`src/rtl/bs_job_dispatcher.sv`:
```
// bs_job_dispatcher: accepts option-pricing job records, rejects jobs with a
// non-positive strike or expiry, drives a multi-cycle pricer with stable
// operands, and returns one tagged result per accepted job (with timeout).
//
// Handshakes: a transfer happens on a rising edge where valid and ready are
// both 1. A producer holding valid=1 keeps its payload stable until that
// edge, and ready never depends combinationally on valid.
module bs_job_dispatcher #(
    parameter int TIMEOUT = 15
) (
    input  logic               clk,
    input  logic               rst,
    input  logic               in_valid,
    output logic               in_ready,
    input  logic signed [15:0] in_S,
    input  logic signed [15:0] in_K,
    input  logic signed [15:0] in_r,
    input  logic signed [15:0] in_sigma,
    input  logic signed [15:0] in_T,
    input  logic        [7:0]  in_tag,
    output logic               bs_start,
    output logic signed [15:0] bs_S,
    output logic signed [15:0] bs_K,
    output logic signed [15:0] bs_r,
    output logic signed [15:0] bs_sigma,
    output logic signed [15:0] bs_T,
    input  logic               bs_done,
    input  logic signed [15:0] bs_price,
    output logic               out_valid,
    input  logic               out_ready,
    output logic signed [15:0] out_price,
    output logic        [7:0]  out_tag,
    output logic               out_err,
    output logic        [15:0] jobs_ok,
    output logic        [15:0] jobs_err,
    output logic        [1:0]  dbg_state
);

    localparam int CW = $clog2(TIMEOUT + 1);
    localparam logic [CW-1:0] TIMEOUT_C = CW'(TIMEOUT);

    typedef enum logic [1:0] {
        IDLE  = 2'd0,
        ISSUE = 2'd1,
        WAIT  = 2'd2,
        EMIT  = 2'd3
    } state_t;

    state_t               r_state;
    logic                 r_in_ready;
    logic                 r_bs_start;
    logic                 r_out_valid;
    logic signed [15:0]   r_S;
    logic signed [15:0]   r_K;
    logic signed [15:0]   r_r;
    logic signed [15:0]   r_sigma;
    logic signed [15:0]   r_T;
    logic        [7:0]    r_tag;
    logic signed [15:0]   r_out_price;
    logic                 r_out_err;
    logic        [CW-1:0] r_cnt;
    logic        [15:0]   r_jobs_ok;
    logic        [15:0]   r_jobs_err;

    logic                 w_guard_fail;
    logic        [CW-1:0] w_cnt_next;
    logic                 w_xfer;

    // A job whose strike or expiry is zero or negative is never sent to the pricer.
    assign w_guard_fail = (in_K <= 16'sd0) || (in_T <= 16'sd0);
    assign w_cnt_next   = r_cnt + CW'(1);
    assign w_xfer       = (r_state == EMIT) && out_ready;

    // Job sequencing: accept, issue, wait for the pricer (bounded), emit.
    always_ff @(posedge clk or posedge rst) begin
        if (rst) begin
            r_state     <= IDLE;
            r_in_ready  <= 1'b0;
            r_bs_start  <= 1'b0;
            r_out_valid <= 1'b0;
            r_S         <= '0;
            r_K         <= '0;
            r_r         <= '0;
            r_sigma     <= '0;
            r_T         <= '0;
            r_tag       <= '0;
            r_out_price <= '0;
            r_out_err   <= 1'b0;
            r_cnt       <= '0;
        end else begin
            case (r_state)
                IDLE: begin
                    r_in_ready <= 1'b1;
                    if (in_valid && r_in_ready) begin
                        r_S        <= in_S;
                        r_K        <= in_K;
                        r_r        <= in_r;
                        r_sigma    <= in_sigma;
                        r_T        <= in_T;
                        r_tag      <= in_tag;
                        r_in_ready <= 1'b0;
                        if (w_guard_fail) begin
                            r_out_price <= '0;
                            r_out_err   <= 1'b1;
                            r_out_valid <= 1'b1;
                            r_state     <= EMIT;
                        end else begin
                            r_bs_start <= 1'b1;
                            r_state    <= ISSUE;
                        end
                    end
                end
                ISSUE: begin
                    r_bs_start <= 1'b0;
                    r_cnt      <= '0;
                    r_state    <= WAIT;
                end
                WAIT: begin
                    // A done on the final allowed cycle still counts as success.
                    if (bs_done) begin
                        r_out_price <= bs_price;
                        r_out_err   <= 1'b0;
                        r_out_valid <= 1'b1;
                        r_state     <= EMIT;
                    end else begin
                        r_cnt <= w_cnt_next;
                        if (w_cnt_next == TIMEOUT_C) begin
                            r_out_price <= '0;
                            r_out_err   <= 1'b1;
                            r_out_valid <= 1'b1;
                            r_state     <= EMIT;
                        end
                    end
                end
                EMIT: begin
                    if (out_ready) begin
                        r_out_valid <= 1'b0;
                        r_in_ready  <= 1'b1;
                        r_state     <= IDLE;
                    end
                end
                default: r_state <= IDLE;
            endcase
        end
    end

    // Completion counters, saturating at all-ones.
    always_ff @(posedge clk or posedge rst) begin
        if (rst) begin
            r_jobs_ok  <= '0;
            r_jobs_err <= '0;
        end else if (w_xfer) begin
            if (r_out_err) begin
                if (r_jobs_err != 16'hFFFF) r_jobs_err <= r_jobs_err + 16'd1;
            end else begin
                if (r_jobs_ok != 16'hFFFF) r_jobs_ok <= r_jobs_ok + 16'd1;
            end
        end
    end

    // Pricer operands come straight from the holding registers, which only
    // change on acceptance, so they are stable through ISSUE and WAIT.
    assign in_ready  = r_in_ready;
    assign bs_start  = r_bs_start;
    assign bs_S      = r_S;
    assign bs_K      = r_K;
    assign bs_r      = r_r;
    assign bs_sigma  = r_sigma;
    assign bs_T      = r_T;
    assign out_valid = r_out_valid;
    assign out_price = r_out_price;
    assign out_tag   = r_tag;
    assign out_err   = r_out_err;
    assign jobs_ok   = r_jobs_ok;
    assign jobs_err  = r_jobs_err;
    assign dbg_state = r_state;

endmodule

```
`config.mk`:
```
export PLATFORM = sky130hd
export DESIGN_NAME = bs_job_dispatcher
export DESIGN_NICKNAME = d
export VERILOG_FILES = /design/src/rtl/bs_job_dispatcher.sv
export SDC_FILE = /design/constraint.sdc
export NUM_CORES = 1
export LEC_CHECK = 0
export ABC_AREA = 1
export BUFFER_PORTS_ARGS = -buffer_cell sky130_fd_sc_hd__buf_2
export CORE_UTILIZATION = 40
export DETAILED_ROUTE_END_ITERATION = 10
export PLACE_DENSITY = 0.68
export SLEW_MARGIN = 20
export SYNTH_ARGS = -nofsm -noshare
export SYNTH_HDL_FRONTEND = slang
export SYNTH_SLANG_ARGS = --single-unit
export TNS_END_PERCENT = 1
```
`constraint.sdc`:
```
create_clock -name clk -period 11.5 [get_ports clk]
set_clock_uncertainty 0.1 [all_clocks]
set_input_delay 2.3 -clock clk [delete_from_list [all_inputs] [get_ports clk]]
set_output_delay 2.3 -clock clk [all_outputs]
set_load 0.01 [all_outputs]
```
==> results of run 1 <==
-- cell type report --
| type | count | area, um2 | share of cell area |
|---|---|---|---|
| multi-input combinational | 416 | 2750 | 0.312 |
| inverter | 52 | 203 | 0.0230 |
| timing repair buffer | 252 | 1270 | 0.144 |
| clock inverter | 13 | 208 | 0.0236 |
| tap | 220 | 275 | 0.0313 |
| clock buffer | 19 | 443 | 0.0504 |
| sequential | 146 | 3650 | 0.415 |
-- power by group through the flow --
stage          registers (mW)  logic (mW)  clock network (mW)
3_3_place_gp            0.898       0.904                   0
6_report                0.898       0.915               0.606
4_1_cts                 0.898       0.931               0.623
3_5_place_dp            0.903       0.927                   0
2_1_floorplan            1.00       0.488                   0
5_1_grt                 0.931        1.01               0.643
-- worst min path at each step --
stage | from | endpoint | slack (ns)
floorplan | bs_start | bs_start | 0.40
global placement | out_price[13] | out_price[13] | 0.36
detailed placement | out_price[8] | out_price[8] | 0.36
CTS | out_price[8] | out_price[8] | 0.38
global route | out_price[0] | out_price[0] | 0.40
finish | out_price[3] | out_price[3] | 0.37
-- worst min-delay path, stage by stage, from the launching register on --
cell     delay [ns]
dfrtp_1        0.34
nand2_1        0.06
o21ai_2        0.04
-- kinds of logic after synthesis --
group / Yosys count / synth area share
and+or+nand+nor: 245 / 0.162
DFF: 146 / 0.541
muxes: 87 / 0.145
buffers and inverters: 73 / 0.0526
AOI/OAI and AO/OA: 58 / 0.0602
xor gates and xnor gates: 17 / 0.0221
adders and majority gates: 9 / 0.0167
-- metrics by stage --
| stage | hold WS [ns] | util | instance area, um2 | power [mW] | worst slack, ns |
|---|---|---|---|---|---|
| floorplan | 0.404 | - | 6750 | 1.49 | 5.18 |
| global placement | 0.361 | 0.493 | 8140 | 1.80 | 7.35 |
| detailed placement | 0.364 | 0.493 | 8140 | 1.83 | 7.34 |
| CTS | 0.379 | 0.532 | 8790 | 2.45 | 7.77 |
| global route | 0.404 | 0.532 | 8790 | 2.58 | 7.64 |
| finish | 0.374 | 0.532 | 8790 | 2.42 | 7.75 |
-- state kept, by name (all words and copies together), names as in the netlist, 2 cells and up --
signal / count
out_price: 16
dbg_state: 2
bs_S: 16
bs_sigma: 16
bs_K: 16
out_tag: 8
jobs_err: 16
bs_T: 16
bs_r: 16
jobs_ok: 16
r_cnt: 4
-- layer usage --
layer	routed length [um]	track usage	vias up
met2	7550	0.302	160
met4	337	0.0704	0
met3	903	0.0527	28
met1	6560	0.225	2511
met5	0	0	-
li1	-	-	2593
-- layout by cell type (no fill, tap or decap), types with 2 or more instances in the layout --
cell / n
o21ai_2: 28
nor3_1: 2
o21ai_0: 23
nand3_2: 5
xor2_1: 12
clkinv_2: 2
inv_6: 2
inv_1: 48
nor2_1: 48
dfrtp_1: 146
nor3_4: 2
clkinvlp_4: 4
buf_4: 2
inv_2: 2
mux2_2: 87
buf_2: 250
o22ai_1: 2
nand2_1: 130
nand4_1: 10
nand2_2: 2
xnor2_1: 5
ha_1: 9
nand2_4: 2
bufinv_16: 5
nor2_2: 2
clkbuf_16: 17
nand3_1: 36
nand3b_1: 5
==> key figures, run 1 <==
Global routing
  • GRT Overall Usage: 0.183
  • Largest net degree at the start of global routing: 81
  • GRT Residual Overflow: 0
  • Vias in the first global route: 5199
  • Initial antenna violation count: 0
  • First-pass GRT wire length: 25.4 mm

Worst setup path
  • R2R depth: 8
  • CP max-delay cell: buf_4
  • Setup crit end kind: register
  • Worst Path Required: 11.69 ns
  • R2R Path End: out_price[12]
  • Worst-path maximum fanout: 80
  • Cell family with most CP delay: buffers and inverters
  • Critical Path, Cell by Cell: buf_2 > nand2_1 > inv_1 > nand2_4 > buf_4 > mux2_2
  • CP Capture Point: bs_sigma[14]
  • CP startpoint kind: input pin
  • CP Depth: 6
  • WP buf/inv: 3
  • Worst R2R Start: dbg_state[0]
  • Reg2reg setup slack: 8.77 ns
  • Path type of the worst setup path: in2reg
  • Worst Path Arrival: slightly below 4 ns
  • CP max stage delay: ~0.77 ns
  • Crit. Startpoint: in_valid

Clock tree
  • TritonCTS clock tree: yes
  • Postcts setup bufs: 0
  • H-tree Lvls: 4
  • Post-CTS sizing: 0
  • CTS root buf: clkbuf_16
  • Clock Latency Late Sink: about 0.41 ns
  • # hold bufs at CTS: 0
  • CTS sink count: 146
  • Bufs on Longest Clock Path: 2
  • Clock transition at the registers of the reported paths: 0.06 ns
  • TritonCTS buffer count: 17

Run
  • # Max-Cap Violations: 0

Hold path
  • Hold path cells: 2
  • Hold Path Class: reg2reg

Power
  • Sequential Power Share: 0.371
  • Switching Share: 0.354
  • Sw Pwr: 0.856 mW
  • VDD IR max: 0.000173 V
  • Clock power frac: 0.251
  • Int Pwr: approximately 1.6 mW
  • Leakage power: 4.41 nW
  • Power density over the cells: between 200 and 300 mW/mm2
  • Comb pwr share: 0.378

Detailed routing
  • Vias per inst: 4.73
  • Routed Antenna Nets: 0
  • Starting DRT DRC Count: 274
  • Routed length per instance: 13.7 um
  • Vias: 5292
  • Final WL: roughly 15 mm
  • DR DRC count: 0
  • First-pass DRT Iterations: 4

Floorplanning
  • Chip Width: approximately 130 um
  • Initial core utilization: 0.408
  • IO Count: 251
  • Core Region: 0.0165 mm2
  • Die Ht: 132 um
  • Die area: 0.0174 mm2
  • Core Rows: 47

Timing
  • Worst Tran Pin Value: approximately 1.0 ns
  • Unrepaired setup endpoints after global routing: no
  • Fin. max-slew vios: 0
  • Crit path time final: 3.75 ns
  • Relative slew slack: 0.325
  • Fin Setup TNS: 0 ns
  • Final Cycle Share: 0.326
  • Final Setup Violations: 0
  • Fmax: approximately 270 MHz
  • Final hold violation count: 0

Cells and area
  • Cell Count, Final, Fillers Out: approximately 1100
  • Final-stage net count: 1003
  • Number of diodes: 0
  • Share of layout cells above drive strength 1: 0.464
  • Layout area overhead: 30.3%
  • Fillers: ~1500

Synthesis
  • Synth cell types: 33
  • Count leader, synth: dfrtp_1
  • Syn Nets: 753
  • Cells after Synth: 635
  • Synth area leaders: dfrtp_1 54%, mux2_2 15%, nand2_1 7.2%, o21ai_2 3.6%, inv_1 2.7%
  • Post-synthesis sequential area ratio: 0.541
  • Post-synth top area cell: dfrtp_1
  • EDFF count, synth: 0
  • Synth Cell Area: 0.00675 mm2
  • Commonest cells post-synth: 146 x dfrtp_1, 130 x nand2_1, 87 x mux2_2
  • Synth Flop Type: dfrtp_1
  • Fraction of registers with async set/reset: 1.00
  • #FFs+latches synth: 146
  • Area share of the largest cell type after synthesis: 0.541
  • Yosys warning total: 0
  • Syn avg cell area: 10.6 um2

Placement
  • Placed Instances: 1086
  • Gpl congestion: 0.813
  • Final HPWL DP: 11.0 mm
  • Port Buffers: 250

Run status
  • Outcome: finished, final reports clean
No activity file was read; power rests on OpenSTA's default activity.
==> run 2, diff against run 1 <==
clock period = 3.8 ns   (was 11.5 ns; I/O delays follow)
==> run 2 against run 1 <==
  * Sequential share of layout area about the same
  * Flip-flop and latch count unchanged
  * Critical endpoint is now out_price[1]
  * Worst setup slack worse by 6.7 ns
  * Combinational power rose to 3.0 times the previous value
  * Core utilization about the same
  * Wire length up 2.1%
  * Power rose to 3.0 times the previous value
  * Sequential power rose to 3.0 times the previous value
  * Register-to-register slack worse by 7.7 ns
  * Largest power group unchanged
==> key figures, run 2 (synthesis results as in run 1) <==
Cells and area
  • Post-Route Utilization: 0.533
  • Fillers: between 1500 and 2000
  • Layout area overhead: 30.4%
  • Share of layout cells above drive strength 1: 0.465
  • Most common cell after layout, fill and taps aside: buf_2
  • Final-stage net count: around 1000
  • Most frequent cells in the layout: 250 x buf_2, 146 x dfrtp_1, 130 x nand2_1

Clock tree
  • Clock Latency Late Sink: between 0.4 and 0.5 ns
  • Postcts setup bufs: 0
  • Clock transition at the registers of the reported paths: 0.06 ns
  • # hold bufs at CTS: 0
  • Post-CTS sizing: 0
  • TritonCTS buffer count: 17
  • CTS root buf: clkbuf_16
  • H-tree Lvls: 4
  • Bufs on Longest Clock Path: 2
  • CTS sink count: roughly 150
  • TritonCTS clock tree: yes

Floorplanning
  • Initial core utilization: 0.408
  • Die area: 0.0174 mm2
  • Core Rows: 47
  • IO Count: roughly 250
  • Die Ht: 132 um
  • Chip Width: around 130 um
  • Core Region: 0.0165 mm2

Hold path
  • Hold Path Class: reg2reg
  • Hold path startpoint: bs_K[14]

Worst setup path
  • Worst Path Arrival: between 2 and 3 ns
  • Worst-path maximum fanout: 33
  • Reg2reg setup slack: about 1.1 ns
  • Worst R2R Start: dbg_state[0]
  • Worst Path Required: about 4 ns
  • Path type of the worst setup path: reg2reg
  • Setup crit end kind: register
  • CP startpoint kind: register
  • Crit. Startpoint: dbg_state[0]

Timing
  • Final Setup Violations: 0
  • Fin Setup TNS: 0 ns
  • Hold slack: 0.377 ns
  • Crit path time final: 2.75 ns
  • Unrepaired setup endpoints after global routing: no
  • Worst Tran Pin Value: 0.821 ns
  • Relative slew slack: 0.452
  • Worst setup margin: 1.05 ns
  • Final Cycle Share: 0.723
  • Fmax: 364 MHz
  • Final hold violation count: 0
  • Fin. max-slew vios: 0

Placement
  • Port Buffers: 250
  • Final HPWL DP: 11.5 mm
  • Place WS: 1.09 ns
  • Gpl congestion: 0.855

Global routing
  • GRT Overall Usage: 0.187
  • GRT Residual Overflow: 0
  • Largest net degree at the start of global routing: 82
  • Initial antenna violation count: 1
  • First-pass GRT wire length: 25.7 mm
  • Vias in the first global route: approximately 5300

Detailed routing
  • Vias per inst: 4.74
  • Routed Antenna Nets: 0
  • Final WL: 15.7 mm
  • First-pass DRT Iterations: 4
  • Routed length per instance: around 14 um
  • DR DRC count: 0
  • Starting DRT DRC Count: 290
  • Vias: 5312

Run status
  • Outcome: finished, final reports clean

Power
  • Pwr Total: approximately 7.3 mW
  • Leakage power: about 4.4 nW
  • Power density over the cells: between 800 and 900 mW/mm2
  • VDD IR max: between 0.0004 and 0.0005 V

Run
  • # Max-Cap Violations: 0
## run 2: metrics by stage
step,cell area (um2),std cells
2_1_floorplan,6750,635
3_3_place_gp,8160,1087
3_5_place_dp,8160,1087
4_1_cts,8800,1119
5_1_grt,8800,1120
6_report,8800,1120
## run 2: report_power, final
part	switching [mW]	leakage, nW	internal (mW)
clock	0.682	0.297	1.11
sequential	0.445	1.81	2.27
combinational	1.50	2.30	1.28
total	2.63	4.41	4.66
## run 2: routing by layer
metal | GRT usage | up-vias | part of all wire | wire (um)
met5 | 0 | - | 0 | 0
met4 | 0.0743 | 0 | 0.021 | 331
met3 | 0.0473 | 22 | 0.058 | 903
met2 | 0.315 | 157 | 0.51 | 7940
met1 | 0.230 | 2529 | 0.41 | 6490
li1 | - | 2604 | - | -
## run 2: worst max-delay path, cell delays in order (launching register included)
cell	delay, ns
dfrtp_1	0.43
inv_1	0.12
ha_1	0.63
inv_1	0.09
nor2_1	0.35
a21oi_2	0.12
nand2_2	0.55
nand2_1	0.15
o21ai_2	0.09
## run 2: cell type report
class	count	area (um2)	area share
clock buffers	18	429	0.0488
multi-input cells	416	2750	0.312
flip-flops and latches	146	3650	0.415
repair buffers	253	1290	0.147
diodes	1	2.50	0.000284
well taps	220	275	0.0313
clock inverters	14	204	0.0232
inverters	52	201	0.0229
## run 2: path summary, 6_finish.rpt
kind / cells after the start / end
min in group asynchronous: 3 / out_price[7]
max: 8 / out_price[1]
min reg2reg: 2 / bs_K[14]
max in group asynchronous: 3 / jobs_ok[6]
min: 2 / bs_K[14]
max reg2reg: 8 / out_price[1]
